`src/rtl/dac_iq_stream_scheduler_if.sv`:
```
// Sample stream bus of the IQ DAC scheduler: two valid/ready inputs and the
// aligned pair of registered DAC outputs.
interface dac_iq_stream_scheduler_if #(
    parameter int unsigned INT_DAC_DATA_WIDTH = 10
);
    logic [INT_DAC_DATA_WIDTH-1:0] in_data_ch1;
    logic [INT_DAC_DATA_WIDTH-1:0] in_data_ch2;
    logic                          in_valid_ch1;
    logic                          in_valid_ch2;
    logic                          out_ready_ch1;
    logic                          out_ready_ch2;
    logic [INT_DAC_DATA_WIDTH-1:0] out_dac_data_ch1;
    logic [INT_DAC_DATA_WIDTH-1:0] out_dac_data_ch2;
    logic                          out_valid_ch1;
    logic                          out_valid_ch2;

    modport master (
        output in_data_ch1, in_data_ch2, in_valid_ch1, in_valid_ch2,
        input  out_ready_ch1, out_ready_ch2,
        input  out_dac_data_ch1, out_dac_data_ch2, out_valid_ch1, out_valid_ch2
    );

    modport slave (
        input  in_data_ch1, in_data_ch2, in_valid_ch1, in_valid_ch2,
        output out_ready_ch1, out_ready_ch2,
        output out_dac_data_ch1, out_dac_data_ch2, out_valid_ch1, out_valid_ch2
    );
endinterface

```
`src/rtl/dac_iq_stream_scheduler.sv`:
```
// Dual-channel IQ DAC output sequencer: IQ reset window, FIFO priming, aligned
// pair playout with underflow substitution and resynchronisation.
module dac_iq_stream_scheduler #(
    parameter int unsigned INT_DAC_DATA_WIDTH = 10,
    parameter int unsigned INT_FIFO_DEPTH     = 4,
    parameter int unsigned INT_PRIME_LEVEL    = 2,
    parameter int unsigned INT_IQRST_CYCLES   = 4,
    parameter bit          BIT_UNDERFLOW_HOLD = 1'b0
) (
    input  logic                       in_clk_data,
    input  logic                       in_rst_n,
    input  logic                       in_en_ch1,
    input  logic                       in_en_ch2,
    input  logic                       in_resync,
    input  logic                       in_clear_flags,
    dac_iq_stream_scheduler_if.slave   bus,
    output logic                       out_dac_rst,
    output logic                       out_running,
    output logic                       out_underflow_ch1,
    output logic                       out_underflow_ch2,
    output logic [15:0]                out_underflow_count
);
    localparam int unsigned W  = INT_DAC_DATA_WIDTH;
    localparam int unsigned AW = $clog2(INT_FIFO_DEPTH);
    localparam int unsigned CW = $clog2(INT_FIFO_DEPTH + 1);
    localparam int unsigned HW = $clog2(INT_IQRST_CYCLES + 1);
    localparam logic [W-1:0] IDLE_CODE = {1'b1, {(W-1){1'b0}}};

    typedef enum logic [1:0] {RST_HOLD, PRIME, RUN} state_t;

    state_t        state, state_next;
    logic [HW-1:0] hold_cnt, hold_next;
    logic [1:0]    en, in_valid, ready, level_ok, uf_now, uf_flag, dac_valid;
    logic [W-1:0]  in_data  [2];
    logic [W-1:0]  dac_data [2];
    logic          prime_ok, run_act;
    logic [15:0]   uf_count;

    assign en          = {in_en_ch2, in_en_ch1};
    assign in_valid    = {bus.in_valid_ch2, bus.in_valid_ch1};
    assign in_data[0]  = bus.in_data_ch1;
    assign in_data[1]  = bus.in_data_ch2;
    assign prime_ok    = (|en) & (&(level_ok | ~en));
    assign run_act     = (state == RUN) & ~in_resync;

    // Next-state logic; a resync overrides everything and reloads the hold window
    always_comb begin
        state_next = state;
        hold_next  = hold_cnt;
        if (in_resync) begin
            state_next = RST_HOLD;
            hold_next  = HW'(INT_IQRST_CYCLES);
        end else begin
            case (state)
                RST_HOLD: begin
                    if (hold_cnt <= HW'(1)) state_next = PRIME;
                    else                    hold_next  = hold_cnt - HW'(1);
                end
                PRIME:   if (prime_ok) state_next = RUN;
                RUN:     state_next = RUN;
                default: state_next = RST_HOLD;
            endcase
        end
    end

    always_ff @(posedge in_clk_data or negedge in_rst_n) begin
        if (!in_rst_n) begin
            state       <= RST_HOLD;
            hold_cnt    <= HW'(INT_IQRST_CYCLES);
            out_dac_rst <= 1'b1;
            out_running <= 1'b0;
        end else begin
            state       <= state_next;
            hold_cnt    <= hold_next;
            out_dac_rst <= (state_next == RST_HOLD);
            out_running <= (state_next == RUN);
        end
    end

    for (genvar c = 0; c < 2; c++) begin : g_ch
        logic [W-1:0]  mem [INT_FIFO_DEPTH];
        logic [AW-1:0] wr_ptr, rd_ptr;
        logic [CW-1:0] level;
        logic [W-1:0]  data_q;
        logic          valid_q, is_empty, is_full, flush, push, pop;

        assign is_empty    = (level == '0);
        assign is_full     = (level == CW'(INT_FIFO_DEPTH));
        assign flush       = in_resync | (state == RST_HOLD) | ~en[c];
        assign ready[c]    = en[c] & (state != RST_HOLD) & ~is_full;
        assign push        = in_valid[c] & ready[c];
        assign pop         = run_act & en[c] & ~is_empty;
        assign uf_now[c]   = run_act & en[c] & is_empty;
        assign level_ok[c] = (level >= CW'(INT_PRIME_LEVEL));

        // Flush wins over any push/pop landing in the same cycle
        always_ff @(posedge in_clk_data or negedge in_rst_n) begin
            if (!in_rst_n) begin
                wr_ptr <= '0;
                rd_ptr <= '0;
                level  <= '0;
            end else if (flush) begin
                wr_ptr <= '0;
                rd_ptr <= '0;
                level  <= '0;
            end else begin
                if (push) wr_ptr <= wr_ptr + AW'(1);
                if (pop)  rd_ptr <= rd_ptr + AW'(1);
                level <= level + CW'(push) - CW'(pop);
            end
        end

        always_ff @(posedge in_clk_data) begin
            if (push) mem[wr_ptr] <= in_data[c];
        end

        // Output stage: FIFO head on pop, substitute value on underflow
        always_ff @(posedge in_clk_data or negedge in_rst_n) begin
            if (!in_rst_n) begin
                data_q  <= IDLE_CODE;
                valid_q <= 1'b0;
            end else if (!en[c] || !run_act) begin
                data_q  <= IDLE_CODE;
                valid_q <= 1'b0;
            end else if (!is_empty) begin
                data_q  <= mem[rd_ptr];
                valid_q <= 1'b1;
            end else begin
                data_q  <= BIT_UNDERFLOW_HOLD ? data_q : IDLE_CODE;
                valid_q <= 1'b0;
            end
        end

        assign dac_data[c]  = data_q;
        assign dac_valid[c] = valid_q;
    end

    // Sticky flags and saturating counter; a new underflow beats a clear
    always_ff @(posedge in_clk_data or negedge in_rst_n) begin
        if (!in_rst_n) begin
            uf_flag  <= '0;
            uf_count <= '0;
        end else begin
            uf_flag <= (uf_flag & ~{2{in_clear_flags}}) | uf_now;
            if (|uf_now) begin
                if (in_clear_flags)             uf_count <= 16'd1;
                else if (uf_count != 16'hFFFF)  uf_count <= uf_count + 16'd1;
            end else if (in_clear_flags) begin
                uf_count <= '0;
            end
        end
    end

    assign bus.out_ready_ch1    = ready[0];
    assign bus.out_ready_ch2    = ready[1];
    assign bus.out_dac_data_ch1 = dac_data[0];
    assign bus.out_dac_data_ch2 = dac_data[1];
    assign bus.out_valid_ch1    = dac_valid[0];
    assign bus.out_valid_ch2    = dac_valid[1];
    assign out_underflow_ch1    = uf_flag[0];
    assign out_underflow_ch2    = uf_flag[1];
    assign out_underflow_count  = uf_count;
endmodule
```
`src/flat_wrapper.sv`:
```
// flat-port wrapper written by rule: the top's interface ports become plain ports
module dac_iq_stream_scheduler_flat 
#(
    parameter int unsigned INT_DAC_DATA_WIDTH = 10,
    parameter int unsigned INT_FIFO_DEPTH     = 4,
    parameter int unsigned INT_PRIME_LEVEL    = 2,
    parameter int unsigned INT_IQRST_CYCLES   = 4,
    parameter bit          BIT_UNDERFLOW_HOLD = 1'b0
)
  (in_clk_data, in_rst_n, in_en_ch1, in_en_ch2, in_resync, in_clear_flags, out_dac_rst, out_running, out_underflow_ch1, out_underflow_ch2, out_underflow_count, bus_in_data_ch1, bus_in_data_ch2, bus_in_valid_ch1, bus_in_valid_ch2, bus_out_ready_ch1, bus_out_ready_ch2, bus_out_dac_data_ch1, bus_out_dac_data_ch2, bus_out_valid_ch1, bus_out_valid_ch2);
  dac_iq_stream_scheduler_if #(.INT_DAC_DATA_WIDTH(INT_DAC_DATA_WIDTH)) bus_i ();
  input  logic in_clk_data;
  input  logic in_rst_n;
  input  logic in_en_ch1;
  input  logic in_en_ch2;
  input  logic in_resync;
  input  logic in_clear_flags;
  output logic out_dac_rst;
  output logic out_running;
  output logic out_underflow_ch1;
  output logic out_underflow_ch2;
  output logic [15:0] out_underflow_count;
  input wire logic [$bits(bus_i.in_data_ch1)-1:0] bus_in_data_ch1;
  input wire logic [$bits(bus_i.in_data_ch2)-1:0] bus_in_data_ch2;
  input wire logic [$bits(bus_i.in_valid_ch1)-1:0] bus_in_valid_ch1;
  input wire logic [$bits(bus_i.in_valid_ch2)-1:0] bus_in_valid_ch2;
  output wire logic [$bits(bus_i.out_ready_ch1)-1:0] bus_out_ready_ch1;
  output wire logic [$bits(bus_i.out_ready_ch2)-1:0] bus_out_ready_ch2;
  output wire logic [$bits(bus_i.out_dac_data_ch1)-1:0] bus_out_dac_data_ch1;
  output wire logic [$bits(bus_i.out_dac_data_ch2)-1:0] bus_out_dac_data_ch2;
  output wire logic [$bits(bus_i.out_valid_ch1)-1:0] bus_out_valid_ch1;
  output wire logic [$bits(bus_i.out_valid_ch2)-1:0] bus_out_valid_ch2;
  assign bus_i.in_data_ch1 = bus_in_data_ch1;
  assign bus_i.in_data_ch2 = bus_in_data_ch2;
  assign bus_i.in_valid_ch1 = bus_in_valid_ch1;
  assign bus_i.in_valid_ch2 = bus_in_valid_ch2;
  assign bus_out_ready_ch1 = bus_i.out_ready_ch1;
  assign bus_out_ready_ch2 = bus_i.out_ready_ch2;
  assign bus_out_dac_data_ch1 = bus_i.out_dac_data_ch1;
  assign bus_out_dac_data_ch2 = bus_i.out_dac_data_ch2;
  assign bus_out_valid_ch1 = bus_i.out_valid_ch1;
  assign bus_out_valid_ch2 = bus_i.out_valid_ch2;
  dac_iq_stream_scheduler #(.INT_DAC_DATA_WIDTH(INT_DAC_DATA_WIDTH), .INT_FIFO_DEPTH(INT_FIFO_DEPTH), .INT_PRIME_LEVEL(INT_PRIME_LEVEL), .INT_IQRST_CYCLES(INT_IQRST_CYCLES), .BIT_UNDERFLOW_HOLD(BIT_UNDERFLOW_HOLD)) u_core (.in_clk_data(in_clk_data), .in_rst_n(in_rst_n), .in_en_ch1(in_en_ch1), .in_en_ch2(in_en_ch2), .in_resync(in_resync), .in_clear_flags(in_clear_flags), .bus(bus_i), .out_dac_rst(out_dac_rst), .out_running(out_running), .out_underflow_ch1(out_underflow_ch1), .out_underflow_ch2(out_underflow_ch2), .out_underflow_count(out_underflow_count));
endmodule
```
`config.mk`:
```
export PLATFORM = sky130hd
export DESIGN_NAME = dac_iq_stream_scheduler_flat
export DESIGN_NICKNAME = d
export VERILOG_FILES = /design/src/rtl/dac_iq_stream_scheduler_if.sv /design/src/rtl/dac_iq_stream_scheduler.sv /design/src/flat_wrapper.sv
export SDC_FILE = /design/constraint.sdc
export NUM_CORES = 1
export LEC_CHECK = 0
export ABC_AREA = 1
export CORE_MARGIN = 2
export CORE_UTILIZATION = 40
export CTS_BUF_LIST = sky130_fd_sc_hd__clkbuf_4
export CTS_CLUSTER_SIZE = 28
export DETAILED_ROUTE_END_ITERATION = 10
export GPL_TIMING_DRIVEN = 0
export PLACE_DENSITY = 0.61
export SKIP_LAST_GASP = 1
export SLEW_MARGIN = 20
export SYNTH_ARGS = -nofsm -noshare
export SYNTH_HDL_FRONTEND = slang
export SYNTH_SLANG_ARGS = --single-unit
export TNS_END_PERCENT = 10
```
`constraint.sdc`:
```
create_clock -name in_clk_data -period 2 [get_ports in_clk_data]
set_clock_uncertainty 0.05 [all_clocks]
set_input_delay 0.6 -clock in_clk_data [delete_from_list [all_inputs] [get_ports in_clk_data]]
set_output_delay 0.6 -clock in_clk_data [all_outputs]
set_load 0.005 [all_outputs]
```
==> metrics.txt, run 1 <==
run status=complete, but fails checks; failing checks=setup timing; clock buffer depth=2; die area=approximately 17000 um^2; CP startpoint kind=register; WL/cell=15.0 um; Final Util=50.8%; non-filler cells, final=between 800 and 900; total congestion overflow=0; vias=roughly 4400; most frequent cells in the layout=nand2_1 (106), edfxtp_1 (80), nor2_1 (72), inv_1 (68), clkdlybuf4s50_1 (62); first-pass GRT wire length=approximately 22000 um; relative slew slack=between 50% and 60%; FF+latch count, synth=~140; end of the worst hold path=u_core.out_underflow_count[5]; clk_lat worst skew=between 500 and 600 ps; Post-Syn Nets=~640; DRT antenna net count=0; CTS sink count=approximately 140; Hold Crit Depth=4; clock root buffer=clkbuf_4; max incr delay on CP=approximately 540 ps; DP HPWL=between 9000 and 10000 um; vias in the first global route=~4400; final wirelength=13400 um; CP arrival=approximately 1600 ps; CP Class=reg2out; CTS tree=built; FP Rows=45; share of cells above drive strength 1=16.6%; final setup fails=73; slowest cell on the critical path=dfstp_2; NumNets Final=between 700 and 800; boundary pin count=72; Setup TNS=-6270 ps; DP Cell Count=850; Achievable Freq=~450 MHz; asr flop ratio synth=a little over two fifths; CP required=approximately 1400 ps; R2R Path End=u_core.g_ch[0].level[1]; register area share after synthesis=63.3%; Synth Flop Type=edfxtp_1; vias per cell=between 4 and 5; final cycle utilization of the critical path=112%; Layout area overhead=24.4%; Worst Tran Pin Value=roughly 670 ps; Initial Util=around 41%; post-synthesis cell type count=35; worst r2r src=u_core.state[1]; worst r2r path cells=12; worst reg-to-reg setup slack=-200 ps; CTS Buf Count=17; Die H=approximately 130 um; clock-pin slew of the registers on the worst-case setup and hold paths=around 130 ps; endpoints failing hold=0; final worst slack=-230 ps; delay-heaviest family, CP=flip-flops; Post-Syn Instances=591; critical-path cell list=clkdlybuf4s50_1; Yosys warning count=0; Peak VDD IR=0.529 mV; Hold Path Origin=in_clear_flags; Post-synth EDFFs=80; Hold Path Class=in2reg; RD Place Congestion=between 0.8 and 0.9; total track usage=17.3%; DRT Pass-1 Iters=5; Mean Syn Cell Area=10.5 um^2; RSZ-0062 raised after global routing=yes; DIE WIDTH=approximately 130 um; antenna violations before repair=1; Starting DRT DRC Count=~240; Post-route DRC=0; Synth Cell Area=a little over 6000 um^2; leakage power=around 3.1 nW; critical path buffer and inverter count=1; IO Port Bufs=70; pwr dens=approximately 750 nW/um^2; Slew Viols, Final=0; largest net degree at the start of global routing=42; Worst setup EP type=output pin; worst hold slack=391 ps; core area=15200 um^2; most common cell after layout, fill and taps aside=nand2_1; Tmin final=between 2000 and 2500 ps; H-tree Lvls=4; Place WS=-1150 ps; maxcap violations=0; CP max FO=1
==> cells in the mapped netlist (5+ instances only) <==
| cell | count | area (um^2) |
|---|---|---|
| ha_1 | 17 | 213 |
| nand2_1 | 108 | 405 |
| clkbuf_1 | 12 | 45.0 |
| inv_1 | 72 | 270 |
| nor3_1 | 6 | 30.0 |
| nand3_1 | 17 | 85.1 |
| inv_2 | 5 | 18.8 |
| xor2_1 | 5 | 43.8 |
| nor2_1 | 83 | 312 |
| dfrtp_1 | 57 | 1430 |
| nand3_2 | 5 | 50.1 |
| nand2_2 | 6 | 37.5 |
| edfxtp_1 | 80 | 2400 |
| o21ai_0 | 54 | 270 |
| o22ai_1 | 19 | 119 |
==> what timing repair did <==
action                     in CTS  in global routing
resized for setup              23                 18
buffers inserted                3                  2
hold buffers                    1                  0
hold endpoints to repair       19                  0
setup endpoints to repair     128                118
pin swaps                       2                  3
==> per-layer routing <==
metal	global-route usage (%)	part of all wire, %
met5	0	0
met1	21.0	44
met3	4.70	4.0
met4	7.10	1.7
met2	29.4	50
==> worst max-delay path by stage <==
stage	to	cells past startpoint	startpoint
floorplan	u_core.g_ch[0].level[1]	12	in_resync
global placement	u_core.bus.out_dac_data_ch1[4]	1	in_rst_n
detailed placement	u_core.g_ch[1].mem[3][3]	5	in_en_ch2
CTS	out_underflow_count[4]	1	u_core.out_underflow_count[4]
global route	u_core.g_ch[1].level[1]	12	u_core.state[1]
finish	bus_out_dac_data_ch2[9]	1	u_core.bus.out_dac_data_ch2[9]
==> report_power, final <==
group	switching [W]	internal (W)	total [W]
registers	0.0000423	0.00319	0.00323
logic	0.000355	0.000221	0.000576
clock network	0.00121	0.000814	0.00202
==> sequential cells by signal, indices dropped and copies added, names as in the netlist <==
| register | count |
|---|---|
| u_core.bus.out_dac_data_ch2 | 10 |
| u_core.uf_flag | 2 |
| u_core.g_ch.level | 6 |
| u_core.bus.out_valid_ch1 | 1 |
| u_core.g_ch.mem | 80 |
| u_core.bus.out_dac_data_ch1 | 10 |
| u_core.g_ch.rd_ptr | 4 |
| u_core.hold_cnt | 3 |
| u_core.out_running | 1 |
| u_core.state | 2 |
| u_core.out_underflow_count | 16 |
| u_core.bus.out_valid_ch2 | 1 |
| u_core.g_ch.wr_ptr | 4 |
| u_core.out_dac_rst | 1 |
==> through the flow <==
step	cell area [um^2]	power (W)
finish	7720	0.00583
global route	7720	0.00610
CTS	7650	0.00589
detailed placement	7270	0.00384
global placement	7250	0.00381
floorplan	6310	0.00359
==> cells by family (layout without fill, tap and decap cells) <==
group / Yosys count / in the layout / synth area share (%)
AOI/OAI and AO/OA: 89 / 89 / 7.98
xor gates and xnor gates: 5 / 5 / 0.705
adders and majority gates: 19 / 19 / 4.07
buffers and inverters: 97 / 206 / 6.71
DFF: 141 / 141 / 63.3
other: 0 / 2 / 0
and+or+nand+nor: 240 / 240 / 17.2
==> layout make-up <==
type                    count  area (um^2)
flip-flops and latches    141         3940
clock buffers              17          128
fillers                  1358         7480
well taps                 188          235
diodes                      2         5.00
plain buffers              18          114
clock inverters            15          189
repair buffers             77          758
inverters                  79          339
multi-input cells         353         2010
Note: power is estimated with default switching activity, not from simulation.
==> run 2: changes to the inputs <==
GPL_ROUTABILITY_DRIVEN = 0   (was default)
HOLD_SLACK_MARGIN = 0.1   (was default)
==> results of run 2 <==
Final layout, timing and power as in run 1 (identical DEF).
==> run 3: changes to the inputs <==
CORE_MARGIN = 10   (was 2)
PLACE_DENSITY = 0.58   (was 0.61)
SETUP_SLACK_MARGIN = 0.4   (was default)
clock period = 2.6 ns   (was 2 ns; I/O delays follow)
==> run 3 against run 2 <==
  * Die area is 26% higher
  * Power is 24% lower
  * Hold slack better by 55 ps
  * Design area is 0.15% higher
  * The run now ends clean
  * Core utilization is 0.074 points higher
  * Register-to-register slack better by 500 ps
==> metrics.txt, run 3 (synthesis results as in run 1) <==
worst hold slack=445 ps (was 391 ps); largest net degree at the start of global routing=52 (was 42); Slew Viols, Final=0 (unchanged); clk_lat worst skew=550 ps (was 560 ps); Peak VDD IR=0.269 mV (was 0.529 mV); most common cell after layout, fill and taps aside=nand2_1 (unchanged); Largest register FFs=80 (unchanged); Tmin final=between 2000 and 2500 ps; boundary pin count=72 (unchanged); Achievable Freq=approximately 420 MHz; core area=15200 um^2 (unchanged); WL/cell=15.3 um (was 15.0 um); area of the multi-input gates=1980 um^2 (was 2010 um^2); Int Power=0.00330 W (was 0.00422 W); endpoints failing hold=0 (unchanged); CP required=1770 ps (was 1350 ps); CP arrival=1560 ps (was 1580 ps); Hold Path Class=reg2reg (was in2reg); slowest cell on the critical path=dfstp_2 (unchanged); FP Rows=45 (unchanged); clock buffer depth=2 (unchanged); most frequent cells in the layout=nand2_1 (106), edfxtp_1 (80), nor2_1 (77), inv_1 (68), clkdlybuf4s50_1 (59) (was nand2_1 (106), edfxtp_1 (80), nor2_1 (72), inv_1 (68), clkdlybuf4s50_1 (62)); total congestion overflow=0 (unchanged); delay-heaviest family, CP=flip-flops (unchanged); run status=complete, no violations (was complete, but fails checks); antenna violations before repair=1 (unchanged); leakage power=3.18 nW (was 3.11 nW); relative slew slack=31.1% (was 55.3%); share of cells above drive strength 1=16.4% (was 16.6%); Final Util=50.9% (was 50.8%); vias in the first global route=4440 (was 4437); DP Cell Count=850 (unchanged); CP Class=reg2out (unchanged); Layout area overhead=24.5% (was 24.4%); clock root buffer=clkbuf_4 (unchanged); maxcap violations=0 (unchanged); Worst setup EP type=output pin (unchanged); vias=4379 (was 4407); switching part of the total=25.7% (was 27.6%); final cycle utilization of the critical path=between 90 and 100%; DP HPWL=9300 um (was 9000 um); CP max FO=1 (unchanged); die area=20900 um^2 (was 16500 um^2); DRT antenna net count=0 (unchanged); register area=3940 um^2 (about the same); Worst Tran Pin Value=1030 ps (was 670 ps); DRT Pass-1 Iters=4 (was 5); Starting DRT DRC Count=272 (was 244); CP startpoint kind=register (unchanged); critical-path cell list=clkdlybuf4s50_1 (unchanged); H-tree Lvls=4 (unchanged); total track usage=13.7% (was 17.3%); fill count=1382 (was 1358); Reg with most FFs=u_core.g_ch.mem (unchanged); clock-pin slew of the registers on the worst-case setup and hold paths=120 ps (was 130 ps); non-filler cells, final=896 (was 890); final setup fails=0 (was 73); first-pass GRT wire length=22000 um (was 21700 um); DIE WIDTH=145 um (was 129 um); final wirelength=13700 um (was 13400 um); Die H=145 um (was 129 um); vias per cell=4.89 (was 4.95); Post-route DRC=0 (unchanged); part of the power in combinational logic=9.7% (was 9.9%); net load switching power=0.00114 W (was 0.00161 W); NumNets Final=740 (was 734); CTS sink count=141 (unchanged); Clk pwr share=34.4% (was 34.7%); pwr dens=575 nW/um^2 (was 755 nW/um^2); power share of the sequential group=55.9% (was 55.4%); CTS Buf Count=17 (unchanged); Initial Util=40.9% (unchanged); IO Port Bufs=70 (unchanged); worst reg-to-reg setup slack=300 ps (was -200 ps); max incr delay on CP=530 ps (was 540 ps); critical path buffer and inverter count=1 (unchanged); CTS tree=built (unchanged); RSZ-0062 raised after global routing=yes (unchanged)
==> run 3: changes by cell type in the layout (fill, tap and decap cells not counted), moves of 3 or more <==
cell / previous run / this run
clkdlybuf4s50_1: 62 / 59
inv_8: 6 / 1
dlymetal6s2s_1: 1 / 4
clkinvlp_4: 0 / 4
nor2_1: 72 / 77
buf_4: 6 / 12
nor2_2: 7 / 4
==> run 3: area by class of cell <==
class / count / share of cell area (%)
antenna: 2 / 0.0647
buffer: 18 / 1.37
clock buffer: 17 / 1.65
clock inverter: 15 / 2.43
inverter: 79 / 4.38
multi-input combinational: 353 / 25.6
sequential: 141 / 51.0
tap: 188 / 3.04
timing repair buffer: 83 / 10.5
==> run 3: power by group through the flow <==
stage          clock network [W]  registers, W  logic [W]
2_1_floorplan                  0       0.00252   0.000235
3_3_place_gp                   0       0.00252   0.000406
3_5_place_dp                   0       0.00253   0.000423
4_1_cts                  0.00157       0.00248   0.000448
5_1_grt                  0.00167       0.00249   0.000492
6_report                 0.00153       0.00248   0.000432
==> run 3: layer usage <==
metal  share of wire, %  vias to the layer above  track usage [%]  wire [um]
li1                   -                     2158                -          -
met1                 44                     2114             16.3       5980
met2                 50                       87             22.6       6850
met3                4.9                       20             3.61        668
met4                1.7                        0             6.28        239
met5                  0                        -                0          0
==> run 3: path summary, 6_finish.rpt <==
kind / to / from / cells past startpoint
max in group asynchronous: u_core.bus.out_dac_data_ch1[9] / in_rst_n / 3
min reg2reg: u_core.hold_cnt[2] / u_core.hold_cnt[2] / 2
max reg2reg: u_core.g_ch[1].level[1] / u_core.g_ch[1].level[0] / 9
min: u_core.hold_cnt[2] / u_core.hold_cnt[2] / 2
min in group asynchronous: u_core.out_underflow_count[3] / in_rst_n / 2
max: bus_out_dac_data_ch1[9] / u_core.bus.out_dac_data_ch1[9] / 1
==> run 3: what timing repair did <==
item	4_1_cts	5_1_grt
setup buffers	3	8
hold buffers	1	0
endpoints found under the hold margin	9	0
endpoints found under the setup margin	129	108
pin swaps	4	1
cloned	0	0
gates resized for setup	25	14
==> run 3: stage by stage <==
stage / TNS (ps) / instance area [um^2] / worst slack (ps) / total power [W]
2_1_floorplan: 0 / 6310 / 265 / 0.00276
3_3_place_gp: -139900 / 7250 / -1430 / 0.00293
3_5_place_dp: -55980 / 7280 / -711 / 0.00295
4_1_cts: 0 / 7660 / 143 / 0.00450
5_1_grt: 0 / 7730 / 131 / 0.00465
6_report: 0 / 7730 / 209 / 0.00445
